--- src/rtl/approx_eval_pkg.sv ---
// Shared types and helpers for the approximate-multiplier error sweeper.
package approx_eval_pkg;

  typedef enum logic [1:0] {
    IDLE  = 2'd0,
    SWEEP = 2'd1,
    DRAIN = 2'd2,
    DONE  = 2'd3
  } sweep_state_t;

  localparam int DEF_IN_W  = 4;
  localparam int DEF_OUT_W = 4;
  localparam int DEF_ET    = 5;

  typedef logic [DEF_OUT_W-1:0] err_t;

  function automatic int vec_count(input int in_w);
    return 32'sd1 << in_w;
  endfunction

endpackage

--- src/rtl/approx_mul_err_sweeper_err_calc.sv ---
// Combinational error evaluator: exact product of the stimulus operands,
// absolute difference to the approximate output, and threshold violation.
module approx_err_calc #(
  parameter int IN_W  = 4,
  parameter int OUT_W = 4,
  parameter int ET    = 5
) (
  input  logic [IN_W-1:0]  i_vec,
  input  logic [OUT_W-1:0] i_approx,
  output logic [OUT_W-1:0] o_exact,
  output logic [OUT_W-1:0] o_err,
  output logic             o_viol
);
  localparam int HALF_W = IN_W / 2;
  localparam logic [OUT_W-1:0] ET_V = OUT_W'(ET);

  logic [HALF_W-1:0] w_a;
  logic [HALF_W-1:0] w_b;
  logic [IN_W-1:0]   w_prod;

  assign w_a     = i_vec[HALF_W-1:0];
  assign w_b     = i_vec[IN_W-1:HALF_W];
  assign w_prod  = IN_W'(w_a) * IN_W'(w_b);
  assign o_exact = OUT_W'(w_prod);

  // Unsigned absolute difference, ordered so no wraparound occurs.
  always_comb begin
    o_err = '0;
    if (i_approx >= o_exact) begin
      o_err = i_approx - o_exact;
    end else begin
      o_err = o_exact - i_approx;
    end
  end

  assign o_viol = (o_err > ET_V);
endmodule

--- src/rtl/approx_mul_err_sweeper.sv ---
// Sweeps every input vector through an approximate multiplier and collects
// max error, violation count and pass/fail. ERR_SUM_EN adds sum_err_o.
module approx_mul_err_sweeper
  import approx_eval_pkg::*;
#(
  parameter int IN_W  = DEF_IN_W,
  parameter int OUT_W = DEF_OUT_W,
  parameter int ET    = DEF_ET
) (
  input  logic             clk,
  input  logic             rst_n,
  input  logic             start,
  output logic [IN_W-1:0]  vec_o,
  input  logic [OUT_W-1:0] approx_i,
  output logic             busy_o,
  output logic             done_o,
  output logic [OUT_W-1:0] max_err_o,
  output logic [IN_W:0]    viol_cnt_o,
  output logic             pass_o
`ifdef ERR_SUM_EN
  ,
  output logic [OUT_W+IN_W-1:0] sum_err_o
`endif
);
  localparam logic [IN_W-1:0] LAST_VEC = IN_W'(vec_count(IN_W) - 1);

  sweep_state_t r_state;
  sweep_state_t w_next;

  logic             r_issuing;
  logic [IN_W-1:0]  r_vec;
  logic             r_s1_valid;
  logic [IN_W-1:0]  r_s1_vec;
  logic [OUT_W-1:0] r_s1_approx;
  logic [OUT_W-1:0] r_max_err;
  logic [IN_W:0]    r_viol_cnt;
  logic             w_accept;
  logic [OUT_W-1:0] w_exact;
  logic [OUT_W-1:0] w_err;
  logic             w_viol;

  assign w_accept = start && ((r_state == IDLE) || (r_state == DONE));

  approx_err_calc #(
    .IN_W  (IN_W),
    .OUT_W (OUT_W),
    .ET    (ET)
  ) u_err_calc (
    .i_vec    (r_s1_vec),
    .i_approx (r_s1_approx),
    .o_exact  (w_exact),
    .o_err    (w_err),
    .o_viol   (w_viol)
  );

  // State register.
  always_ff @(posedge clk) begin
    if (!rst_n) begin
      r_state <= IDLE;
    end else begin
      r_state <= w_next;
    end
  end

  // Next state: SWEEP ends once the last vector has been handed to stage 1.
  always_comb begin
    w_next = r_state;
    case (r_state)
      IDLE:    w_next = w_accept ? SWEEP : IDLE;
      SWEEP:   w_next = r_issuing ? SWEEP : DRAIN;
      DRAIN:   w_next = DONE;
      DONE:    w_next = w_accept ? SWEEP : DONE;
      default: w_next = IDLE;
    endcase
  end

  // Status outputs decoded from the state register.
  always_comb begin
    busy_o = 1'b0;
    done_o = 1'b0;
    pass_o = 1'b0;
    case (r_state)
      SWEEP:   busy_o = 1'b1;
      DRAIN:   busy_o = 1'b1;
      DONE: begin
        done_o = 1'b1;
        pass_o = (r_viol_cnt == '0);
      end
      default: busy_o = 1'b0;
    endcase
  end

  // Vector counter; holds at the last vector instead of wrapping.
  always_ff @(posedge clk) begin
    if (!rst_n) begin
      r_vec     <= '0;
      r_issuing <= 1'b0;
    end else if (w_accept) begin
      r_vec     <= '0;
      r_issuing <= 1'b1;
    end else if ((r_state == SWEEP) && r_issuing) begin
      if (r_vec == LAST_VEC) begin
        r_issuing <= 1'b0;
      end else begin
        r_vec <= r_vec + IN_W'(1);
      end
    end
  end

  assign vec_o = r_vec;

  // Stage 1: capture the stimulus together with the circuit's response.
  always_ff @(posedge clk) begin
    if (!rst_n) begin
      r_s1_valid  <= 1'b0;
      r_s1_vec    <= '0;
      r_s1_approx <= '0;
    end else begin
      r_s1_valid  <= (r_state == SWEEP) && r_issuing;
      r_s1_vec    <= r_vec;
      r_s1_approx <= approx_i;
    end
  end

  // Stage 2 accumulators; only valid stage-1 entries change them.
  always_ff @(posedge clk) begin
    if (!rst_n) begin
      r_max_err  <= '0;
      r_viol_cnt <= '0;
    end else if (w_accept) begin
      r_max_err  <= '0;
      r_viol_cnt <= '0;
    end else if (r_s1_valid) begin
      if (w_err > r_max_err) begin
        r_max_err <= w_err;
      end
      if (w_viol) begin
        r_viol_cnt <= r_viol_cnt + (IN_W+1)'(1);
      end
    end
  end

  assign max_err_o  = r_max_err;
  assign viol_cnt_o = r_viol_cnt;

`ifdef ERR_SUM_EN
  logic [OUT_W+IN_W-1:0] r_sum_err;

  // Error sum for the mean-error figure.
  always_ff @(posedge clk) begin
    if (!rst_n) begin
      r_sum_err <= '0;
    end else if (w_accept) begin
      r_sum_err <= '0;
    end else if (r_s1_valid) begin
      r_sum_err <= r_sum_err + (OUT_W+IN_W)'(w_err);
    end
  end

  assign sum_err_o = r_sum_err;
`endif

endmodule

--- config.mk ---
export PLATFORM = sky130hd
export DESIGN_NAME = approx_mul_err_sweeper
export DESIGN_NICKNAME = d
export VERILOG_FILES = /design/src/rtl/approx_eval_pkg.sv /design/src/rtl/approx_mul_err_sweeper_err_calc.sv /design/src/rtl/approx_mul_err_sweeper.sv
export SDC_FILE = /design/constraint.sdc
export NUM_CORES = 1
export LEC_CHECK = 0
export ABC_AREA = 1
export CAP_MARGIN = 15
export CORE_ASPECT_RATIO = 1.75
export CORE_MARGIN = 10
export CORE_UTILIZATION = 57
export CTS_CLUSTER_SIZE = 8
export DETAILED_ROUTE_END_ITERATION = 16
export PLACE_DENSITY = 0.94
export SLEW_MARGIN = 20
export SYNTH_ARGS = -nofsm -noshare
export SYNTH_HDL_FRONTEND = slang
export SYNTH_SLANG_ARGS = --single-unit
--- constraint.sdc ---
create_clock -name clk -period 8.1 [get_ports clk]
set_clock_uncertainty 0.15 [all_clocks]
set_input_delay 2.025 -clock clk [delete_from_list [all_inputs] [get_ports clk]]
set_output_delay 2.025 -clock clk [all_outputs]
set_load 0.01 [all_outputs]
# [After elaboration in Yosys (flattened, before gate mapping)]
# Cells that the tools add are included.
[totals] regBits=25 in_bits=7
[op_classes] order_cmp=3 eq_ne=4 mux=11 bitwise_logic=2 add_sub_neg=4 n_reduce_logical=13 multipliers=1
[op_table] cell="$pmux 2 s4" count=1
[op_table] cell="$reduce_and 2->1" count=4
[op_table] cell="$sub 4x4->4" count=2
[op_table] cell="$mux 1" count=7
[op_table] cell="$add 5x1->5 const B" count=1
[op_table] cell="$logic_not 5->1" count=1
[op_table] cell="$add 4x1->4 const B" count=1
[op_table] cell="$eq 2x2->1 const B" count=2
[op_table] cell="$eq 4x4->1 const B" count=1
[op_table] cell="$ge 4x4->1" count=1
[op_table] cell="$gt 4x3->1 const B" count=1
[op_table] cell="$gt 4x4->1" count=1
[op_table] cell="$mul 2x2->4" count=1
[op_table] cell="$mux 2" count=2
[op_table] cell="$mux 4" count=1
[op_table] cell="$reduce_bool 2->1" count=2
[op_table] cell="$reduce_or 2->1" count=2
[op_table] cell="$eq 2x1->1 const B" count=1
[op_table] cell="$logic_and 1x1->1" count=2
[op_table] cell="$logic_not 2->1" count=1
[op_table] cell="$not 1->1" count=2
[op_table] cell="$logic_or 1x1->1" count=1

# [Depth between registers and ports, before layout]
[logic_depth] ltp_word=5 depth_mapped=20 ltp_nobuf=20

# [By module]
# Synthesis repeated with hierarchy kept, for this count alone.
[unflattened] hier_cells=223 area_unflattened_um2=1590.3
[modules_own_cells] module="approx_mul_err_sweeper" area_each_um2=1191.1 n_inst=1 cells_per_inst=154 seq_area_each_um2=500.5
[modules_own_cells] module="approx_err_calc" area_each_um2=399.1 n_inst=1 cells_per_inst=69 seq_area_each_um2=0.0

# [Worst setup path before layout]
# OpenSTA, ideal clock, no wires.
[synth_timing] path_type="reg2out" start="register r_state[0]" end="output pass_o" required_ns=5.925 path_stages_with_launch=4 arrival_time_ns=0.940 setup_slack_ns=4.985 path_cell_list="dfxtp_1 -> ha_1 -> nand3_1 -> nor3_1"
[synth_via] elab_chain_cells=2
[synth_lines] item="start, declared" line_no="approx_mul_err_sweeper.sv:27" rtl="sweep_state_t r_state;"
[synth_lines] item="start signal, assigned" line_no="approx_mul_err_sweeper.sv:61" rtl="r_state <= w_next;"
[synth_lines] item="$eq 2x2->1" line_no="approx_mul_err_sweeper.sv:82" rtl="case (r_state)"
[synth_lines] item="$mux 1" line_no="approx_mul_err_sweeper.sv:82"
[synth_lines] item="end, declared" line_no="approx_mul_err_sweeper.sv:19" rtl="output logic pass_o"
# No other way between the ends.

# [Worst setup path in the final report]
# Ends and elaborated chain as after synthesis.

==> impl_metrics.csv <==
group,metric,value,unit
floorplan,die_area,5240,um^2
sta,relSlewSlack,0.746,
synth,synth_seq_area_share,0.327,
power,p_clk_frac,0.287,
global_route,grt_pass1_wl,5440,um
placed_design,dp_hpwl,2660,um
clock_network,clock_sinks,25,
run_status,status,"completed",
synth,yosysTopAreaCellShare,0.327,
floorplan,pin_count,23,
sta,fin_crit,3880,ps
floorplan,initial_utilization,0.607,
synth,yosysWarnings,0,
synth,synth_nets,233,
synth,synth_largest_area_cell,"dfxtp_1",
synth,synth_area_leaders,"dfxtp_1, ha_1, inv_1",
setup_path,worstPathArrival,1700,ps
global_route,grt_max_degree,14,
global_route,grtUsageTotal,0.128,
layout,regArea,500,um^2
sta,hold_violations,0,
sta,fin_crit_sh,0.478,
layout,drive_above_1_share,0.0749,
layout,fin_nets,257,
placed_design,io_buffers,22,
detailed_routing,drc,0,
setup_path,timing.critical_path.fanout_max,4,
setup_path,path_buf_inv,1,
layout,multi_input_area,837,um^2
layout,fill_cells,212,
setup_path,critical_path_depth,4,
global_route,grt_pass1_vias,1326,
synth,avgSynthCellArea,7.51,um^2
clock_network,cts_buffers,3,
detailed_routing,num_vias,1346,
power,powerDensity,137,nW/um^2
setup_path,critical_path.top_delay_family,"buffers and inverters",
clock_network,ctsHoldBuffers,0,
detailed_routing,post_drt_via_cell_ratio,5.32,
setup_path,cp_slowest_stage_delay,560,ps
worst_hold_path,hold_path_depth,2,
sta,fin_hold_ws,339,ps
synth,synth-seq-cells,25,
power,p_sw,66.9,uW
clock_network,clockRootBuffer,"clkbuf_8",
sta,worst_slew_pin_slew,381,ps
setup_path,timing.critical_path.required,5930,ps
sta,finalSetupViolations,0,
floorplan,rows,24,
placed_design,place.gp.congestion,0.860,
setup_path,worst_setup_path_start_kind,"flip-flop",
power,p_int,182,uW
clock_network,clock_latency,260,ps
layout,syn_to_final_growth,18.1,%
sta,clock.fmax,0.258,GHz
clock_network,cts_setup_buffers,0,
clock_network,clk_pin_slew,80,ps
flow_run,maxCapViolCount,0,
synth,synthCells,204,
detailed_routing,wl,3200,um
setup_path,critPathSlowestCell,"clkdlybuf4s50_1",
detailed_routing,ant_nets,0,
setup_path,path_class,"reg -> out",
power,power_frac_comb,0.191,
floorplan,die_w,59.2,um
floorplan,core,2520,um^2
clock_network,clockBufferDepth,2,
global_route,antenna_found_initial,0,
setup_path,r2r_cells,17,
layout,antenna_cells,0,
sta,finalWorstSetupSlack,4220,ps
synth,ys_types,25,
worst_hold_path,min_path_type,"reg -> reg",
power,seq_power_share,0.522,
sta,drv_slew,0,
sta,rsz0062_at_grt,"no",
clock_network,h-tree-depth,1,
power,peakVddDrop,0.156,mV
detailed_routing,dr.pass1.iters,4,
setup_path,cp_cell_sequence,"ha_1 > nand3_1 > nor3_1 > clkdlybuf4s50_1",
global_route,grt_overflow,0,
setup_path,cp-end-kind,"output port",
clock_network,cts_tree,"yes",
placed_design,dp_slack,4360,ps
sta,fin_tns_setup,0,ps
power,switching_share,0.269,
synth,synth_area,1530,um^2
clock_network,cts.repair.resized,0,
detailed_routing,wl_per_cell,12.6,um
power,p_leak,0.000874,uW
detailed_routing,initialDrtViolationCount,35,
floorplan,die_h,88.6,um
## cells in the final DEF (no fill, tap or decap)
cell type / count
xor2_1: 2
nor2_1: 7
a211oi_1: 2
nor3_1: 3
xnor2_1: 3
fa_1: 2
a21oi_2: 1
nand4_1: 1
o41ai_1: 1
nand2_4: 1
nand2_1: 36
dfxtp_1: 25
inv_1: 44
clkbuf_1: 1
o211ai_1: 1
a21oi_1: 16
nand2_2: 8
clkbuf_8: 3
nand3b_1: 1
nand3_1: 18
ha_1: 20
o21ai_0: 4
clkdlybuf4s50_1: 22
or2_2: 2
inv_2: 2
a221oi_1: 1
## tightest hold or removal path: cells and delay by family, from the launching register on
| kind | cells | cell delay, ps |
|---|---|---|
| buffers and inverters | 1 | 30 |
| flip-flops | 1 | 350 |
| AND/OR/NAND/NOR | 1 | 70 |
## power groups by stage
stage	Combinational, uW	Sequential (uW)	Clock [uW]
final	47.6	130	71.3
after detailed placement	47.3	133	0
after global routing	54.0	130	77.6
after global placement	45.8	132	0
after floorplan	34.0	132	0
after CTS	47.8	130	72.0
## Yosys cell counts, drive strengths merged
cell and count:
inv 46, o21ai 4, or2 2, o211ai 1, nor3 3, a21oi 17
nor2 7, ha 20, nand3b 1, nand2 45, nand3 18, fa 2
buf 3, dfxtp 25, o41ai 1, nand4 1, a221oi 1, xor2 2
xnor2 3, a211oi 2
## sequential cells by signal, indices dropped and copies added (netlist names)
register	cells
r_issuing	1
r_s1_valid	1
vec_o	4
viol_cnt_o	5
r_state	2
r_s1_approx	4
r_s1_vec	4
max_err_o	4
## cell families (layout without fill, tap and decap cells)
group / count (synthesis) / after routing / share of synthesized area
AOI/OAI and AO/OA: 26 / 26 / 0.0972
xor gates and xnor gates: 5 / 5 / 0.0286
adders and majority gates: 22 / 22 / 0.190
buffers and inverters: 49 / 72 / 0.127
DFF: 25 / 25 / 0.327
and+or+nand+nor: 77 / 77 / 0.231
## path summary, 6_finish.rpt
path	to	slack, ps	startpoint
max	pass_o	4220	r_state[0]$_SDFF_PN0_
min	r_s1_vec[1]$_SDFF_PN0_	340	vec_o[1]$_SDFFE_PP0P_
max reg2reg	max_err_o[0]$_SDFFE_PP0P_	4700	r_s1_vec[3]$_SDFF_PN0_
min reg2reg	r_s1_vec[1]$_SDFF_PN0_	340	vec_o[1]$_SDFFE_PP0P_
## cell type report
| class | count | area share |
|---|---|---|
| inverters | 46 | 0.0955 |
| flip-flops and latches | 25 | 0.277 |
| repair buffers | 22 | 0.122 |
| well taps | 26 | 0.0180 |
| clock buffers | 4 | 0.0249 |
| multi-input cells | 130 | 0.463 |
## per-stage QoR
step | std cells | util | total power [uW] | instance area (um^2)
after global routing | 253 | 0.717 | 262 | 1810
after CTS | 253 | 0.717 | 249 | 1810
after global placement | 249 | 0.699 | 178 | 1760
after floorplan | 204 | - | 166 | 1530
final | 253 | 0.717 | 249 | 1810
after detailed placement | 249 | 0.699 | 180 | 1760
## per-layer routing
| metal | vias to the layer above | global-route usage | routed length, um |
|---|---|---|---|
| li1 | 688 | - | - |
| met1 | 636 | 0.109 | 1150 |
| met2 | 16 | 0.265 | 1890 |
| met3 | 6 | 0.0273 | 97 |
| met4 | 0 | 0.0461 | 60 |
| met5 | - | 0 | 0 |
Power figures use the tool's default switching activity.
